File: src/rtl/pipeline_ctrl_pkg.sv
`default_nettype none
// ============================================================================
//  Module      : pipeline_ctrl_pkg
//  Description : Shared core package. Holds the pipeline-control FSM state
//                encodings, the default memory-wait timeout, the register-file
//                write-back select encodings, the bundled control word, and a
//                helper that builds the normal-flow (RUN) control word.
//  Revision    : 1.0 - initial release
// ============================================================================
package pipeline_ctrl_pkg;

    localparam int c_STATE_W         = 2;
    localparam int c_TIMEOUT_DEFAULT = 255;

    typedef enum logic [c_STATE_W-1:0] {
        ST_RUN      = 2'b00,
        ST_MEM_WAIT = 2'b01,
        ST_HALT     = 2'b10,
        ST_ILLEGAL  = 2'b11
    } state_t;

    // Register-file write-back source select
    typedef enum logic [1:0] {
        RF_SEL_ALU = 2'b00,
        RF_SEL_MEM = 2'b01,
        RF_SEL_PC4 = 2'b10,
        RF_SEL_IMM = 2'b11
    } rf_sel_t;

    typedef struct packed {
        logic pc_we;
        logic if_id_we;
        logic if_id_flush;
        logic id_ex_flush;
        logic ex_mem_we;
        logic mem_wb_we;
    } ctl_t;

    // Control word for a cycle in which the pipeline is allowed to move.
    // A taken branch squashes the two younger stages and wins over a
    // load-use stall, since the stalled instruction is on the wrong path.
    function automatic ctl_t run_ctl(input logic stall_lu, input logic branch);
        ctl_t c;
        c = '{pc_we: 1'b1, if_id_we: 1'b1, if_id_flush: 1'b0,
              id_ex_flush: 1'b0, ex_mem_we: 1'b1, mem_wb_we: 1'b1};
        if (branch) begin
            c.if_id_flush = 1'b1;
            c.id_ex_flush = 1'b1;
        end else if (stall_lu) begin
            c.pc_we       = 1'b0;
            c.if_id_we    = 1'b0;
            c.id_ex_flush = 1'b1;
        end
        return c;
    endfunction

endpackage : pipeline_ctrl_pkg
`default_nettype wire

File: src/rtl/pipeline_ctrl_if.sv
`default_nettype none
// ============================================================================
//  Module      : pipeline_ctrl_if
//  Description : Hazard/memory event inputs and pipeline control outputs of
//                the pipeline controller.
//                master : drives events, observes controls (hazard sources)
//                slave  : the controller itself
//  Ports       : stall_lu, branch_taken_EX, dmem_req, dmem_ready (events)
//                pc_we, if_id_we, if_id_flush, id_ex_flush, ex_mem_we,
//                mem_wb_we, mem_err, state_o, stall_cnt, flush_cnt (controls)
//  Revision    : 1.0 - initial release
// ============================================================================
interface pipeline_ctrl_if #(
    parameter int CNT_W = 32
);
    import pipeline_ctrl_pkg::*;

    logic                 stall_lu;
    logic                 branch_taken_EX;
    logic                 dmem_req;
    logic                 dmem_ready;
    logic                 pc_we;
    logic                 if_id_we;
    logic                 if_id_flush;
    logic                 id_ex_flush;
    logic                 ex_mem_we;
    logic                 mem_wb_we;
    logic                 mem_err;
    logic [c_STATE_W-1:0] state_o;
    logic [CNT_W-1:0]     stall_cnt;
    logic [CNT_W-1:0]     flush_cnt;

    modport master (
        output stall_lu, branch_taken_EX, dmem_req, dmem_ready,
        input  pc_we, if_id_we, if_id_flush, id_ex_flush, ex_mem_we, mem_wb_we,
        input  mem_err, state_o, stall_cnt, flush_cnt
    );

    modport slave (
        input  stall_lu, branch_taken_EX, dmem_req, dmem_ready,
        output pc_we, if_id_we, if_id_flush, id_ex_flush, ex_mem_we, mem_wb_we,
        output mem_err, state_o, stall_cnt, flush_cnt
    );

endinterface : pipeline_ctrl_if
`default_nettype wire

File: src/rtl/pipeline_ctrl_sat_counter.sv
`default_nettype none
// ============================================================================
//  Module      : sat_counter
//  Description : Up-counter that sticks at all-ones, with synchronous clear.
//  Ports       : clk   - clock
//                clr   - synchronous clear (dominates inc)
//                inc   - increment enable
//                count - current value
//  Revision    : 1.0 - initial release
// ============================================================================
module sat_counter #(
    parameter int WIDTH = 32
) (
    input  wire logic             clk,
    input  wire logic             clr,
    input  wire logic             inc,
    output logic      [WIDTH-1:0] count
);

    always_ff @(posedge clk) begin
        if (clr) begin
            count <= '0;
        end else if (inc && (count != '1)) begin
            count <= count + 1'b1;
        end
    end

endmodule : sat_counter
`default_nettype wire

File: src/rtl/pipeline_ctrl.sv
`default_nettype none
// ============================================================================
//  Module      : pipeline_ctrl
//  Description : Five-stage pipeline stall/flush controller. Mealy outputs
//                from the FSM state and same-cycle events; freezes the whole
//                pipeline on an outstanding data-memory access, halts if the
//                access exceeds TIMEOUT wait cycles, and keeps saturating
//                stall/flush performance counters.
//  Ports       : clk - clock, rst - synchronous active-high reset,
//                bus - pipeline_ctrl_if.slave (events in, controls out)
//  Revision    : 1.0 - initial release
// ============================================================================
module pipeline_ctrl
    import pipeline_ctrl_pkg::*;
#(
    parameter int TIMEOUT = c_TIMEOUT_DEFAULT,
    parameter int CNT_W   = 32
) (
    input wire logic        clk,
    input wire logic        rst,
    pipeline_ctrl_if.slave  bus
);

    // Wide enough to hold TIMEOUT-1, the last wait count before halting
    localparam int c_WAIT_W = (TIMEOUT > 1) ? $clog2(TIMEOUT) : 1;

    state_t              r_state;
    state_t              w_next;
    ctl_t                w_ctl;
    logic [c_WAIT_W-1:0] r_wait_cnt;
    logic                r_mem_err;
    logic                w_stall_inc;

    always_comb begin
        w_next = r_state;
        w_ctl  = '0;
        case (r_state)
            ST_RUN: begin
                // An unfinished memory access freezes every stage; it beats
                // both branch and load-use since nothing may advance.
                if (bus.dmem_req && !bus.dmem_ready) begin
                    w_next = ST_MEM_WAIT;
                end else begin
                    w_ctl = run_ctl(bus.stall_lu, bus.branch_taken_EX);
                end
            end
            ST_MEM_WAIT: begin
                if (bus.dmem_ready) begin
                    w_ctl  = run_ctl(bus.stall_lu, bus.branch_taken_EX);
                    w_next = ST_RUN;
                end else if (r_wait_cnt == c_WAIT_W'(TIMEOUT - 1)) begin
                    w_next = ST_HALT;
                end
            end
            ST_HALT: begin
                w_next = ST_HALT;
            end
            default: begin
                w_next = ST_HALT;
            end
        endcase
        if (rst) begin
            w_ctl = '0;
        end
    end

    always_ff @(posedge clk) begin
        if (rst) begin
            r_state    <= ST_RUN;
            r_wait_cnt <= '0;
            r_mem_err  <= 1'b0;
        end else begin
            r_state    <= w_next;
            // Counts consecutive not-ready cycles spent in MEM_WAIT
            r_wait_cnt <= (r_state == ST_MEM_WAIT && w_next == ST_MEM_WAIT) ?
                          r_wait_cnt + 1'b1 : '0;
            r_mem_err  <= r_mem_err | (w_next == ST_HALT);
        end
    end

    assign w_stall_inc = (r_state != ST_HALT) && !w_ctl.pc_we;

    sat_counter #(.WIDTH(CNT_W)) u_stall_cnt (
        .clk   (clk),
        .clr   (rst),
        .inc   (w_stall_inc),
        .count (bus.stall_cnt)
    );

    sat_counter #(.WIDTH(CNT_W)) u_flush_cnt (
        .clk   (clk),
        .clr   (rst),
        .inc   (w_ctl.if_id_flush),
        .count (bus.flush_cnt)
    );

    assign bus.pc_we       = w_ctl.pc_we;
    assign bus.if_id_we    = w_ctl.if_id_we;
    assign bus.if_id_flush = w_ctl.if_id_flush;
    assign bus.id_ex_flush = w_ctl.id_ex_flush;
    assign bus.ex_mem_we   = w_ctl.ex_mem_we;
    assign bus.mem_wb_we   = w_ctl.mem_wb_we;
    assign bus.mem_err     = r_mem_err;
    assign bus.state_o     = r_state;

endmodule : pipeline_ctrl
`default_nettype wire
File: src/flat_wrapper.sv
// flat-port wrapper written by rule: the top's interface ports become plain ports
module pipeline_ctrl_flat import pipeline_ctrl_pkg::*;
#(
    parameter int TIMEOUT = c_TIMEOUT_DEFAULT,
    parameter int CNT_W   = 32
)
  (clk, rst, bus_stall_lu, bus_branch_taken_EX, bus_dmem_req, bus_dmem_ready, bus_pc_we, bus_if_id_we, bus_if_id_flush, bus_id_ex_flush, bus_ex_mem_we, bus_mem_wb_we, bus_mem_err, bus_state_o, bus_stall_cnt, bus_flush_cnt);
  pipeline_ctrl_if #(.CNT_W(CNT_W)) bus_i ();
  input wire logic clk;
  input wire logic rst;
  input wire logic [$bits(bus_i.stall_lu)-1:0] bus_stall_lu;
  input wire logic [$bits(bus_i.branch_taken_EX)-1:0] bus_branch_taken_EX;
  input wire logic [$bits(bus_i.dmem_req)-1:0] bus_dmem_req;
  input wire logic [$bits(bus_i.dmem_ready)-1:0] bus_dmem_ready;
  output wire logic [$bits(bus_i.pc_we)-1:0] bus_pc_we;
  output wire logic [$bits(bus_i.if_id_we)-1:0] bus_if_id_we;
  output wire logic [$bits(bus_i.if_id_flush)-1:0] bus_if_id_flush;
  output wire logic [$bits(bus_i.id_ex_flush)-1:0] bus_id_ex_flush;
  output wire logic [$bits(bus_i.ex_mem_we)-1:0] bus_ex_mem_we;
  output wire logic [$bits(bus_i.mem_wb_we)-1:0] bus_mem_wb_we;
  output wire logic [$bits(bus_i.mem_err)-1:0] bus_mem_err;
  output wire logic [$bits(bus_i.state_o)-1:0] bus_state_o;
  output wire logic [$bits(bus_i.stall_cnt)-1:0] bus_stall_cnt;
  output wire logic [$bits(bus_i.flush_cnt)-1:0] bus_flush_cnt;
  assign bus_i.stall_lu = bus_stall_lu;
  assign bus_i.branch_taken_EX = bus_branch_taken_EX;
  assign bus_i.dmem_req = bus_dmem_req;
  assign bus_i.dmem_ready = bus_dmem_ready;
  assign bus_pc_we = bus_i.pc_we;
  assign bus_if_id_we = bus_i.if_id_we;
  assign bus_if_id_flush = bus_i.if_id_flush;
  assign bus_id_ex_flush = bus_i.id_ex_flush;
  assign bus_ex_mem_we = bus_i.ex_mem_we;
  assign bus_mem_wb_we = bus_i.mem_wb_we;
  assign bus_mem_err = bus_i.mem_err;
  assign bus_state_o = bus_i.state_o;
  assign bus_stall_cnt = bus_i.stall_cnt;
  assign bus_flush_cnt = bus_i.flush_cnt;
  pipeline_ctrl #(.TIMEOUT(TIMEOUT), .CNT_W(CNT_W)) u_core (.clk(clk), .rst(rst), .bus(bus_i));
endmodule
File: config.mk
export PLATFORM = sky130hd
export DESIGN_NAME = pipeline_ctrl_flat
export DESIGN_NICKNAME = d
export VERILOG_FILES = /design/src/rtl/pipeline_ctrl_pkg.sv /design/src/rtl/pipeline_ctrl_if.sv /design/src/rtl/pipeline_ctrl_sat_counter.sv /design/src/rtl/pipeline_ctrl.sv /design/src/flat_wrapper.sv
export SDC_FILE = /design/constraint.sdc
export NUM_CORES = 1
export LEC_CHECK = 0
export CAP_MARGIN = 10
export CORE_MARGIN = 10
export CORE_UTILIZATION = 40
export CTS_CLUSTER_DIAMETER = 150
export DETAILED_ROUTE_END_ITERATION = 16
export GPL_TIMING_DRIVEN = 0
export PLACE_DENSITY = 0.68
export SYNTH_ARGS = -nofsm -noshare
export SYNTH_HDL_FRONTEND = slang
export SYNTH_HIERARCHICAL = 1
export SYNTH_SLANG_ARGS = --single-unit
export TNS_END_PERCENT = 100
File: constraint.sdc
create_clock -name clk -period 4.8 [get_ports clk]
set_clock_uncertainty 0.15 [all_clocks]
set_input_delay 1.2 -clock clk [delete_from_list [all_inputs] [get_ports clk]]
set_output_delay 1.2 -clock clk [all_outputs]
set_load 0.05 [all_outputs]
Word level (Yosys, flattened, before mapping)
Cells that the tools add are included.
{ "totals": {"reg_bits": 75, "input_bits": 6, "output_inout_bits": 73, "wordCells": 39} }
{ "classes": {"addsub": 3, "n_eq_ne": 7, "n_mux": 13, "bitwise_logic": 2, "reduce_logical": 9} }
{ "op_table": {"columns": ["cell", "n"], "rows": [
  ["$add 32x1->32 const B", 2],
  ["$ne 32x32->1 const B", 2],
  ["$mux 6", 3],
  ["$pmux 6 s2", 1],
  ["$mux 2", 5],
  ["$add 8x1->8 const B", 1],
  ["$eq 8x8->1 const B", 1],
  ["$logic_and 1x1->1", 5],
  ["$eq 2x1->1 const B", 2],
  ["$pmux 2 s2", 1],
  ["$mux 1", 3],
  ["$eq 2x2->1 const B", 1],
  ["$logic_not 1->1", 2],
  ["$logic_not 2->1", 1],
  ["$ne 2x2->1 const B", 1],
  ["$reduce_or 2->1", 1],
  ["$not 1->1", 1],
  ["$or 1x1->1", 1]
]} }

Logic depth before layout (Yosys ltp)
{ "depth": {"depth_word": 8, "mapped_depth": 8, "ltp_nobuf": 8} }

Modules after synthesis
The synthesis kept the hierarchy.
{ "by_module_without_submodules": {"columns": ["mod", "instances", "cells_each", "area_each_um2", "seq_area_each_um2"], "rows": [
  ["sat_counter", 2, 199, 1674.1, 640.6],
  ["pipeline_ctrl", 1, 62, 563.0, 220.2]
]} }

Worst setup path before layout
Ideal clock, no wire load.
{ "synth_timing": {"kind": "input-to-output", "startpoint": "in bus_dmem_req", "endpoint": "out bus_pc_we", "arrival_ns": 4.622, "t_required_ns": 3.450, "setup_slack_ns": -1.172, "cell_stages": 3, "cell_sequence": "o21ba_2 a2111oi_0 buf_4"} }
{ "synth_via": {"elab_chain_cells": 4} }
{ "synth_lines": {"columns": ["element", "line", "source"], "rows": [
  ["start, declared", "flat_wrapper.sv:13", "input wire logic [$bits(bus_i.dmem_req)-1:0] bus_dmem_req;"],
  ["$logic_and 1x1->1", "pipeline_ctrl.sv:41", "if (bus.dmem_req && !bus.dmem_ready) begin"],
  ["$mux 6", "pipeline_ctrl.sv:41", null],
  ["$pmux 6 s2", "pipeline_ctrl.sv:37", "case (r_state)"],
  ["$mux 6", "pipeline_ctrl.sv:62", "if (rst) begin"],
  ["end, declared", "flat_wrapper.sv:15", "output wire logic [$bits(bus_i.pc_we)-1:0] bus_pc_we;"]
]} }
Every way passes these cells.

Worst setup path after layout
{ "layout_timing": {"startpoint": "in rst", "endpoint": "out bus_id_ex_flush"} }
{ "layout_via": {"elab_chain_cells": 1} }
{ "layout_lines": {"columns": ["element", "line", "source"], "rows": [
  ["start, declared", "flat_wrapper.sv:10", "input wire logic rst;"],
  ["$mux 6", "pipeline_ctrl.sv:62", null],
  ["end, declared", "flat_wrapper.sv:18", "output wire logic [$bits(bus_i.id_ex_flush)-1:0] bus_id_ex_flush;"]
]} }
Every way passes these cells.

==> impl.org <==
** Synthesis
- During synthesis, Yosys emitted a total of 6 warnings.
- Averaged over all synthesized cells, the footprint is ~8.5 sq um.
- After technology mapping, the gate count stands at 460.
- After synthesis, the share of flip-flops with an asynchronous set or reset is 0.
- Net count of the mapped netlist :: 470
- Post-synthesis cell type count :: between 40 and 50
- Of the synthesized area, sequential elements account for 0.384.
- Primary FF master, synth :: sky130_fd_sc_hd__dfxtp_1
- Flops & latches, synth :: 75
- Netlist area before placement :: approximately 0.0039 sq mm
- The synthesized design contains 0 enable-type register cells.

** Placed design
- Placer's final routability congestion estimate :: around 0.85
- Port Buf Inserts :: 78
- Detailed placer's ending HPWL :: 8210 microns

** Floorplan
- Vertical extent of the die :: between 100 and 150 microns
- Floorplan die width :: between 100 and 150 microns
- In this run the count of I/O pins placed on the die edge is about 80.
- The die covers between 0.01 and 0.015 sq mm.
- The initial utilization of the core area, before any placement, comes to 0.406.
- Total number of placement rows :: 36
- The total area inside the core boundary comes to approximately 0.0096 sq mm.

** Detailed routing
- Total length of routed met3 wires :: around 880 microns
- The detail route stage leaves a number of antenna-violating nets equal to 0.
- DRC violation count after routing :: 0
- Highest signal layer in the routed design :: met4
- Detail-routed net length per standard cell :: roughly 16 microns
- In the routed layout, each cell is associated on average with a via count of ~5.8.
- Starting DRC count in detailed routing :: slightly below 300
- The first detailed-routing pass took 5 iterations.
- The routed design uses 5170 microns of met2 wire.
- For this block, wires on met1 add up to 4960 microns.
- Summed over all layers, the routed wires come to around 11000 microns.
- The final route contains roughly 4000 vias.

** CTS
- Bufs on Longest Clock Path :: 2
- TritonCTS built the clock tree.
- Clk Tree Root Cell :: sky130_fd_sc_hd__clkbuf_8
- At the later pin of the worst-skew pair, clock insertion delay measures about 360 ps.
- After clock tree synthesis, the clock-pin slew on the worst setup and hold paths is ~80 ps.
- H-tree lvl count :: 3
- Sinks on Clock Net :: 75
- Clock tree synthesis inserted a total of 9 buffers.

** STA
- The worst pin sits at a relative slew slack of 0.560.
- Based on the critical path, the design can be clocked at up to around 220 MHz.
- The max-slew violation total from the final report is 0.
- Setup repair after global routing left no endpoint under its margin.
- Final Hold Viols :: 0
- Dividing the final minimum period by the clock period gives 0.942.
- For the pin with the worst max-slew slack, the measured transition is 654 ps.
- Fin crit period :: around 4500 ps
- Setup Viol. Count Final :: 0

** Setup path
- The setup path with the least slack is of type input pin to output pin.
- STA puts the critical path data arrival time at 3170 ps.
- STA puts the critical path data required time at about 3500 ps.
- STA classifies the critical path endpoint as an output pin.
- Along the worst path, the maximum fanout reaches 9.
- STA classifies the critical path startpoint as an input pin.

** Pwr
- Leakage power of the design :: 1.52 nW
- Power per cell area :: about 230 mW/mm^2
- Overall power consumption after layout is estimated at roughly 1.2 mW.
- IR analysis of the VDD net gives a maximum drop of 0.147 mV.

** Global routing
- Maximum number of pins on one net before global-route repair :: 15
- Number of global-route vias before repair :: ~3600
- The number of antenna violations at the first check in global routing was 0.
- First-pass GRT wire length :: roughly 18000 microns
- Sum of overflow across all layers after global routing :: 0
- Across every metal layer, demand over resource in global routing totals 0.151.

** Cells and area
- Layout-stage area growth over the synthesis result :: 29.0%
- Layout cell share with drive strength beyond 1 :: 0.0848
- Fraction of the core area covered by cells at the end of the flow :: 0.524
- The number of antenna diodes in the final layout is 0.
- Number of nets at the end of the flow :: about 560

** Outcome
- The run finished with clean final reports.

** Worst hold path
- In this run the worst hold path is classified as register to register.

** Job
- The tool flagged a number of max-cap violations equal to 0.
==> state kept, by name, summed over array words and instances (netlist names) <==
signal / cells
u_core/bus.mem_err: 1
u_core/bus.state_o: 2
u_core/u_stall_cnt/count: 32
u_core/r_wait_cnt: 8
u_core/u_flush_cnt/count: 32
==> placed cells by master, fill, tap and decap left out, types with 3 or more instances in the layout <==
| cell type | synthesis | final |
|---|---|---|
| sky130_fd_sc_hd__a2111oi_0 | 5 | 4 |
| sky130_fd_sc_hd__a21oi_1 | 51 | 51 |
| sky130_fd_sc_hd__a31oi_1 | 3 | 3 |
| sky130_fd_sc_hd__and3_1 | 7 | 7 |
| sky130_fd_sc_hd__and4_1 | 9 | 9 |
| sky130_fd_sc_hd__buf_2 | 6 | 6 |
| sky130_fd_sc_hd__clkbuf_1 | 16 | 17 |
| sky130_fd_sc_hd__clkbuf_8 | 0 | 9 |
| sky130_fd_sc_hd__clkdlybuf4s50_1 | 0 | 75 |
| sky130_fd_sc_hd__clkinvlp_4 | 0 | 3 |
| sky130_fd_sc_hd__dfxtp_1 | 75 | 75 |
| sky130_fd_sc_hd__ha_1 | 4 | 4 |
| sky130_fd_sc_hd__inv_1 | 8 | 8 |
| sky130_fd_sc_hd__nand2_1 | 20 | 20 |
| sky130_fd_sc_hd__nand2b_1 | 4 | 4 |
| sky130_fd_sc_hd__nand3_1 | 29 | 29 |
| sky130_fd_sc_hd__nand3_2 | 3 | 3 |
| sky130_fd_sc_hd__nand4_1 | 22 | 22 |
| sky130_fd_sc_hd__nor2_1 | 34 | 34 |
| sky130_fd_sc_hd__nor2b_1 | 5 | 5 |
| sky130_fd_sc_hd__nor3_1 | 6 | 6 |
| sky130_fd_sc_hd__nor3b_1 | 4 | 4 |
| sky130_fd_sc_hd__nor4_1 | 9 | 8 |
| sky130_fd_sc_hd__nor4_2 | 2 | 3 |
| sky130_fd_sc_hd__o21ai_0 | 18 | 18 |
| sky130_fd_sc_hd__o31ai_1 | 24 | 24 |
| sky130_fd_sc_hd__or3_1 | 21 | 21 |
| sky130_fd_sc_hd__or4_1 | 25 | 25 |
| sky130_fd_sc_hd__xnor2_1 | 13 | 13 |
| sky130_fd_sc_hd__xor2_1 | 3 | 3 |
==> area by class of cell <==
class                   count  area (sq um)
clock inverters             6          48.8
plain buffers              25           110
fillers                   919          4590
repair buffers             78           781
well taps                 133           166
flip-flops and latches     75          1500
multi-input cells         352          2280
inverters                   8          30.0
clock buffers              10           128
==> critical path, cell delays in order <==
cell	delay (ps)
sky130_fd_sc_hd__clkdlybuf4s50_1	610
sky130_fd_sc_hd__nor3_1	390
sky130_fd_sc_hd__o21a_1	170
sky130_fd_sc_hd__clkdlybuf4s50_1	790
==> final timing paths <==
path	from	to	slack [ps]	cells after the start
max	rst	bus_id_ex_flush	280	4
min	u_core/r_wait_cnt[0]	u_core/r_wait_cnt[0]	330	1
max reg2reg	u_core/bus.state_o[0]	u_core/u_stall_cnt/count[31]	1460	8
min reg2reg	u_core/r_wait_cnt[0]	u_core/r_wait_cnt[0]	330	1
==> layer usage <==
layer  vias up  global-route usage
li1       1938                   -
met2       127               0.245
met1      1889               0.184
met4         0              0.0527
met3        16              0.0487
met5         -                   0
==> through the flow <==
stage	hold slack (ps)	TNS, ps	instance area [sq um]	cells	setup WS (ps)
after floorplan	287	0	3920	460	323
after global placement	301	-11.5	4870	671	-11.5
after detailed placement	320	-21.9	4870	671	-11.1
after CTS	338	0	5040	687	40.1
after global routing	373	0	5050	687	187
final	335	0	5050	687	277
==> cell families (layout without fill, tap and decap cells) <==
group / count (synthesis) / in the layout / share of synthesized area
and+or+nand+nor: 212 / 212 / 0.324
adders and majority gates: 4 / 4 / 0.0128
xor gates and xnor gates: 16 / 16 / 0.0358
DFF: 75 / 75 / 0.384
buffers and inverters: 33 / 127 / 0.0358
muxes: 6 / 6 / 0.0166
AOI/OAI and AO/OA: 114 / 114 / 0.191
==> synthesized netlist by cell type, types with 3 or more instances <==
master | n | share of area
sky130_fd_sc_hd__nand3_1 | 29 | 0.037
sky130_fd_sc_hd__o31ai_1 | 24 | 0.046
sky130_fd_sc_hd__and4_1 | 9 | 0.020
sky130_fd_sc_hd__nand2b_1 | 4 | 0.0064
sky130_fd_sc_hd__o21ai_0 | 18 | 0.023
sky130_fd_sc_hd__dfxtp_1 | 75 | 0.38
sky130_fd_sc_hd__nor3_1 | 6 | 0.0077
sky130_fd_sc_hd__nand4_1 | 22 | 0.035
sky130_fd_sc_hd__and3_1 | 7 | 0.011
sky130_fd_sc_hd__clkbuf_1 | 16 | 0.015
sky130_fd_sc_hd__a2111oi_0 | 5 | 0.011
sky130_fd_sc_hd__buf_2 | 6 | 0.0077
sky130_fd_sc_hd__nand3_2 | 3 | 0.0077
sky130_fd_sc_hd__nor2b_1 | 5 | 0.0080
sky130_fd_sc_hd__nor2_1 | 34 | 0.033
sky130_fd_sc_hd__xor2_1 | 3 | 0.0067
sky130_fd_sc_hd__inv_1 | 8 | 0.0077
sky130_fd_sc_hd__nor3b_1 | 4 | 0.0077
sky130_fd_sc_hd__xnor2_1 | 13 | 0.029
sky130_fd_sc_hd__a31oi_1 | 3 | 0.0048
sky130_fd_sc_hd__or4_1 | 25 | 0.048
sky130_fd_sc_hd__nand2_1 | 20 | 0.019
sky130_fd_sc_hd__or3_1 | 21 | 0.034
sky130_fd_sc_hd__nor4_1 | 9 | 0.014
sky130_fd_sc_hd__ha_1 | 4 | 0.013
sky130_fd_sc_hd__a21oi_1 | 51 | 0.065
==> where the power goes <==
group	switching [mW]	total (mW)	internal (mW)
Combinational	0.0570	0.0858	0.0289
Sequential	0.00621	0.632	0.626
Clock	0.261	0.453	0.192
Total	0.324	1.17	0.847
==> timing repair <==
item / 4_1_cts / 5_1_grt
gates resized for setup: 2 / 1
setup buffers: 0 / 0
endpoints found under the setup margin: 2 / 1
hold buffers: 0 / 0
Note: power is estimated with default switching activity, not from simulation.
